[src/rtl/weave_pkg.sv]
// Shared constants and types for the weave adder arbiter slice.
// Port IDs, FSM state encoding and default widths.
package weave_pkg;

    localparam int W_DEFAULT     = 8;
    localparam int CNT_W_DEFAULT = 8;

    localparam logic PORT0 = 1'b0;
    localparam logic PORT1 = 1'b1;

    typedef enum logic {
        ST_EMPTY = 1'b0,
        ST_FULL  = 1'b1
    } state_t;

endpackage

[src/rtl/rr_arb2.sv]
// Two-way round-robin grant selection, purely combinational.
// On contention the port that did not win last time is chosen.
module rr_arb2
    import weave_pkg::*;
(
    input  logic valid0,
    input  logic valid1,
    input  logic last_grant,
    output logic grant,
    output logic grant_valid
);

    always_comb begin
        grant_valid = valid0 | valid1;
        if (valid0 && valid1) begin
            grant = ~last_grant;
        end else if (valid1) begin
            grant = PORT1;
        end else begin
            grant = PORT0;
        end
    end

endmodule

[src/rtl/weave_adder_arbiter.sv]
// One W-bit adder shared by two valid/ready requesters, round-robin arbitrated,
// feeding a single-entry result register with the winner's ID and grant counters.
module weave_adder_arbiter
    import weave_pkg::*;
#(
    parameter int W     = W_DEFAULT,
    parameter int CNT_W = CNT_W_DEFAULT
) (
    input  logic             clk,
    input  logic             rst_n,
    input  logic             req0_valid,
    input  logic [W-1:0]     req0_a,
    input  logic [W-1:0]     req0_b,
    output logic             req0_ready,
    input  logic             req1_valid,
    input  logic [W-1:0]     req1_a,
    input  logic [W-1:0]     req1_b,
    output logic             req1_ready,
    output logic             res_valid,
    input  logic             res_ready,
    output logic [W-1:0]     res_sum,
    output logic             res_carry,
    output logic             res_id,
    output logic [CNT_W-1:0] gnt_cnt0,
    output logic [CNT_W-1:0] gnt_cnt1
);

    localparam logic [CNT_W-1:0] CNT_ONE = CNT_W'(1);
    localparam logic [CNT_W-1:0] CNT_MAX = '1;

    state_t     state;
    logic       last_grant;
    logic       grant;
    logic       grant_valid;
    logic       can_accept;
    logic       accept;
    logic [W:0] sum_full;

    rr_arb2 u_arb (
        .valid0      (req0_valid),
        .valid1      (req1_valid),
        .last_grant  (last_grant),
        .grant       (grant),
        .grant_valid (grant_valid)
    );

    // Readiness is gated by rst_n so nothing is accepted while reset is held.
    always_comb begin
        can_accept = (state == ST_EMPTY) || res_ready;
        req0_ready = rst_n & can_accept & grant_valid & (grant == PORT0);
        req1_ready = rst_n & can_accept & grant_valid & (grant == PORT1);
        accept     = (req0_valid & req0_ready) | (req1_valid & req1_ready);
        if (grant == PORT1) begin
            sum_full = {1'b0, req1_a} + {1'b0, req1_b};
        end else begin
            sum_full = {1'b0, req0_a} + {1'b0, req0_b};
        end
        res_valid = (state == ST_FULL);
    end

    always_ff @(posedge clk or negedge rst_n) begin
        if (!rst_n) begin
            state      <= ST_EMPTY;
            last_grant <= PORT1;
            res_sum    <= '0;
            res_carry  <= 1'b0;
            res_id     <= PORT0;
            gnt_cnt0   <= '0;
            gnt_cnt1   <= '0;
        end else if (accept) begin
            state      <= ST_FULL;
            last_grant <= grant;
            res_id     <= grant;
            {res_carry, res_sum} <= sum_full;
            if (grant == PORT0) begin
                if (gnt_cnt0 != CNT_MAX) gnt_cnt0 <= gnt_cnt0 + CNT_ONE;
            end else begin
                if (gnt_cnt1 != CNT_MAX) gnt_cnt1 <= gnt_cnt1 + CNT_ONE;
            end
        end else if ((state == ST_FULL) && res_ready) begin
            state <= ST_EMPTY;
        end
    end

endmodule

[config.mk]
export PLATFORM = sky130hd
export DESIGN_NAME = weave_adder_arbiter
export DESIGN_NICKNAME = d
export VERILOG_FILES = /design/src/rtl/weave_pkg.sv /design/src/rtl/rr_arb2.sv /design/src/rtl/weave_adder_arbiter.sv
export SDC_FILE = /design/constraint.sdc
export NUM_CORES = 1
export LEC_CHECK = 0
export ABC_AREA = 1
export BUFFER_PORTS_ARGS = -buffer_cell sky130_fd_sc_hd__buf_2
export CORE_AREA = 4 4 73 75
export CTS_BUF_LIST = sky130_fd_sc_hd__clkbuf_8
export CTS_CLUSTER_DIAMETER = 120
export CTS_CLUSTER_SIZE = 10
export DETAILED_ROUTE_END_ITERATION = 6
export DIE_AREA = 0 0 77 79
export HOLD_SLACK_MARGIN = 0.03
export PLACE_DENSITY = 0.87
export SLEW_MARGIN = 20
export SYNTH_ARGS = -nofsm -noshare
export SYNTH_HDL_FRONTEND = slang
export SYNTH_HIERARCHICAL = 1
export SYNTH_SLANG_ARGS = --single-unit
[constraint.sdc]
create_clock -name clk -period 1.39 [get_ports clk]
set_input_delay 0.139 -clock clk [delete_from_list [all_inputs] [get_ports clk]]
set_output_delay 0.139 -clock clk [all_outputs]
set_load 0.03 [all_outputs]
==> out/qor.yml <==
logic_synthesis:
  synth_edf_count: 0
  synth_nets: 348
  syn_area_mm2: 0.00216
  yosysSeqAreaShare: 0.325
  synthCells: 291
  ys_types: 33
  synth_top_area_share: 0.313
  yosysWarnings: 6
  ys_seq_elements: 28
  ys.flop_type: "dfrtp_1"
  synth.avg_cell_area_um2: 7.42
  synth-async-reset-ratio: 1.00
  yosysTopAreaCell: "dfrtp_1"
  netlist_top_cells_area: "dfrtp_1 (31%), nand2_1 (18%), ha_1 (10%)"
global_route:
  grt_pass1_wl_mm: 8.71
  grt.total_usage: 0.173
  antenna_found_initial: 0
  overflow: 0
  grt_pass1_vias: 1966
  grt_max_degree: 29
sta:
  slew_viol_final: 0
  timing.fmax_ghz: 0.711
  min_period_over_period: 1.01
  worstMarginPinSlew_ns: 0.357
  slew_headroom: 0.762
  rsz0062_at_grt: "true"
  finalWorstSetupSlack_ns: -0.0160
  fin_crit_ns: 1.41
  hold_ws_ns: 0.126
  setup_tns_ns: -0.0160
  clock_skew_ns: 0.00859
  setup_violations: 1
  finalHoldViolCount: 0
clock_network:
  cts_buffers: 3
  clockBufferDepth: 2
  clk_pin_slew_ns: 0.10
  clock_latency_ns: 0.28
  cts_root_buffer: "clkbuf_8"
  cts_max_level: 1
  clock-sinks: 28
  cts_tree: "built"
route:
  num_vias: 2123
  route.detailed.drc: 0
  viasPerCell: 4.87
  drt_iter0_markers: 100
  drt_wl_total_mm: 5.14
  ant_nets: 0
  wl_per_cell_um: 11.8
  drt_first_pass_iters: 4
worst_setup_path:
  cp_max_fo: 3
  critical_path.startpoint_type: "flip-flop"
  worst_setup_path_end_kind: "primary output"
  path_common_cell: "buf_6"
  critPathTopFamily: "flip-flops"
  critPathKind: "flip-flop to primary output"
  crit_required_ns: 1.25
  cp_slowest_stage_delay_ns: 0.56
  critPathSlowestCell: "dfstp_2"
  path_buf_inv: 2
  cp_cell_sequence: "a21oi_4, nor2_4, buf_6, buf_6"
  cp.arrival_ns: 1.27
power_and_ir_drop:
  p_per_area_mw_per_mm2: 1290
  static-leakage-power_nw: 1.63
  peakVddDrop_v: 0.000745
run_status:
  status: "complete, but fails checks"
  failed_checks: "negative setup slack"
place:
  dpl.hpwl_mm: 4.11
  dpl-instance-area_mm2: 0.00271
  gp_congestion: 0.852
  portBuffers: 65
cells_and_area:
  design_area_mm2: 0.00294
  drive_above_1_share: 0.340
  nFillCells: 401
  nets: 440
  diodes: 0
  syn_to_final_growth_pct: 36.2
  final_core_util: 0.631
floorplan:
  floorplan.initialDensity: 0.463
  die_w_um: 77
  core-area_mm2: 0.00466
  dieArea_mm2: 0.00608
  ios: 66
  num_rows: 25
  die_h_um: 79
min_path:
  hp-class: "primary input to flip-flop"
run:
  cap_viol_max_count: 0
cell type report:
cell class                      count  area (um2)  area share
Multi-Input combinational cell    223        1400       0.476
Sequential cell                    28         709       0.241
Timing Repair Buffer               88         529       0.180
Inverter                           39         164      0.0557
Tap cell                           54        67.6      0.0230
Clock buffer                        3        41.3      0.0140
Clock inverter                      1        30.0      0.0102
final timing paths:
check,cells past startpoint,endpoint,slack [ns],startpoint
max,4,req0_ready,-0.02,last_grant
min,4,res_valid,0.13,res_ready
max reg2reg,8,gnt_cnt0[7],0.01,gnt_cnt0[1]
min reg2reg,2,res_id,0.48,res_id
max in group asynchronous,3,last_grant,0.65,rst_n
min in group asynchronous,3,gnt_cnt1[2],0.43,rst_n
placed cells by master (no fill, tap or decap), types with 2 or more instances in the layout:
| cell | instances |
|---|---|
| nand3_2 | 2 |
| buf_6 | 3 |
| clkbuf_8 | 3 |
| nand2_1 | 99 |
| dfrtp_2 | 6 |
| o21ai_0 | 2 |
| or2_1 | 3 |
| buf_2 | 63 |
| nor2_4 | 3 |
| nor3_1 | 2 |
| xor2_1 | 7 |
| and2_1 | 2 |
| ha_1 | 16 |
| dfrtp_1 | 21 |
| buf_4 | 20 |
| o21ai_1 | 3 |
| nand4_1 | 3 |
| ha_4 | 2 |
| nand2_2 | 6 |
| nor2_1 | 10 |
| nand3_1 | 25 |
| nand2_4 | 5 |
| a21oi_1 | 7 |
| inv_4 | 3 |
| nand3_4 | 3 |
| xnor2_1 | 9 |
| nand3b_1 | 5 |
| inv_1 | 33 |
synth_stat cells, types with 3 or more instances:
cell,n
a21oi_1,8
dfrtp_1,27
ha_1,18
inv_1,34
inv_4,3
nand2_1,103
nand2_2,6
nand3_1,26
nand3_2,4
nand3b_1,5
nand4_1,3
nor2_1,10
o21ai_1,3
or2_1,3
xnor2_1,9
xor2_1,7
power breakdown:
group	total [W]	internal [W]	switching [W]
clock network	0.000644	0.000386	0.000258
registers	0.00131	0.00107	0.000243
logic	0.00182	0.000683	0.00114
total	0.00378	0.00214	0.00164
cells by family (layout without fill, tap and decap cells):
kind of cell	Yosys count	count (layout)	share of synthesized area
simple gates	171	171	0.370
buf+inv	40	131	0.0771
flops	28	28	0.325
fa+ha+maj	20	20	0.123
compound gates	16	16	0.0406
xor+xnor	16	16	0.0649
state kept, by name, summed over array words and instances, names as in the netlist:
signal      cells
last_grant      1
res_valid       1
gnt_cnt1        8
res_id          1
res_sum         8
res_carry       1
gnt_cnt0        8
through the flow:
step / std cells / power (W) / setup slack [ns]
final: 436 / 0.00378 / -0.0160
after global routing: 436 / 0.00405 / -0.0903
after CTS: 429 / 0.00366 / -0.0200
after detailed placement: 424 / 0.00299 / -0.181
after global placement: 424 / 0.00294 / -0.123
after floorplan: 291 / 0.00245 / -0.107
layer usage:
layer	vias to the layer above	global-route usage	share of wire
li1	1109	-	-
met1	962	0.232	0.46
met2	52	0.296	0.50
met3	0	0.0159	0.038
met4	0	0.0534	0
met5	-	0	0
repair_timing:
| item | CTS | global route |
|---|---|---|
| endpoints found under the hold margin | 27 | 0 |
| cloned | 0 | 0 |
| pin swaps | 0 | 9 |
| hold buffers | 1 | 0 |
| setup endpoints to repair | 4 | 22 |
| setup buffers | 0 | 7 |
| resized for setup | 6 | 16 |
worst min-delay path: cells and delay by family:
kind          cells  cell delay (ns)
buf+inv           2             0.12
simple gates      2             0.13
Note: power is estimated with default switching activity, not from simulation.
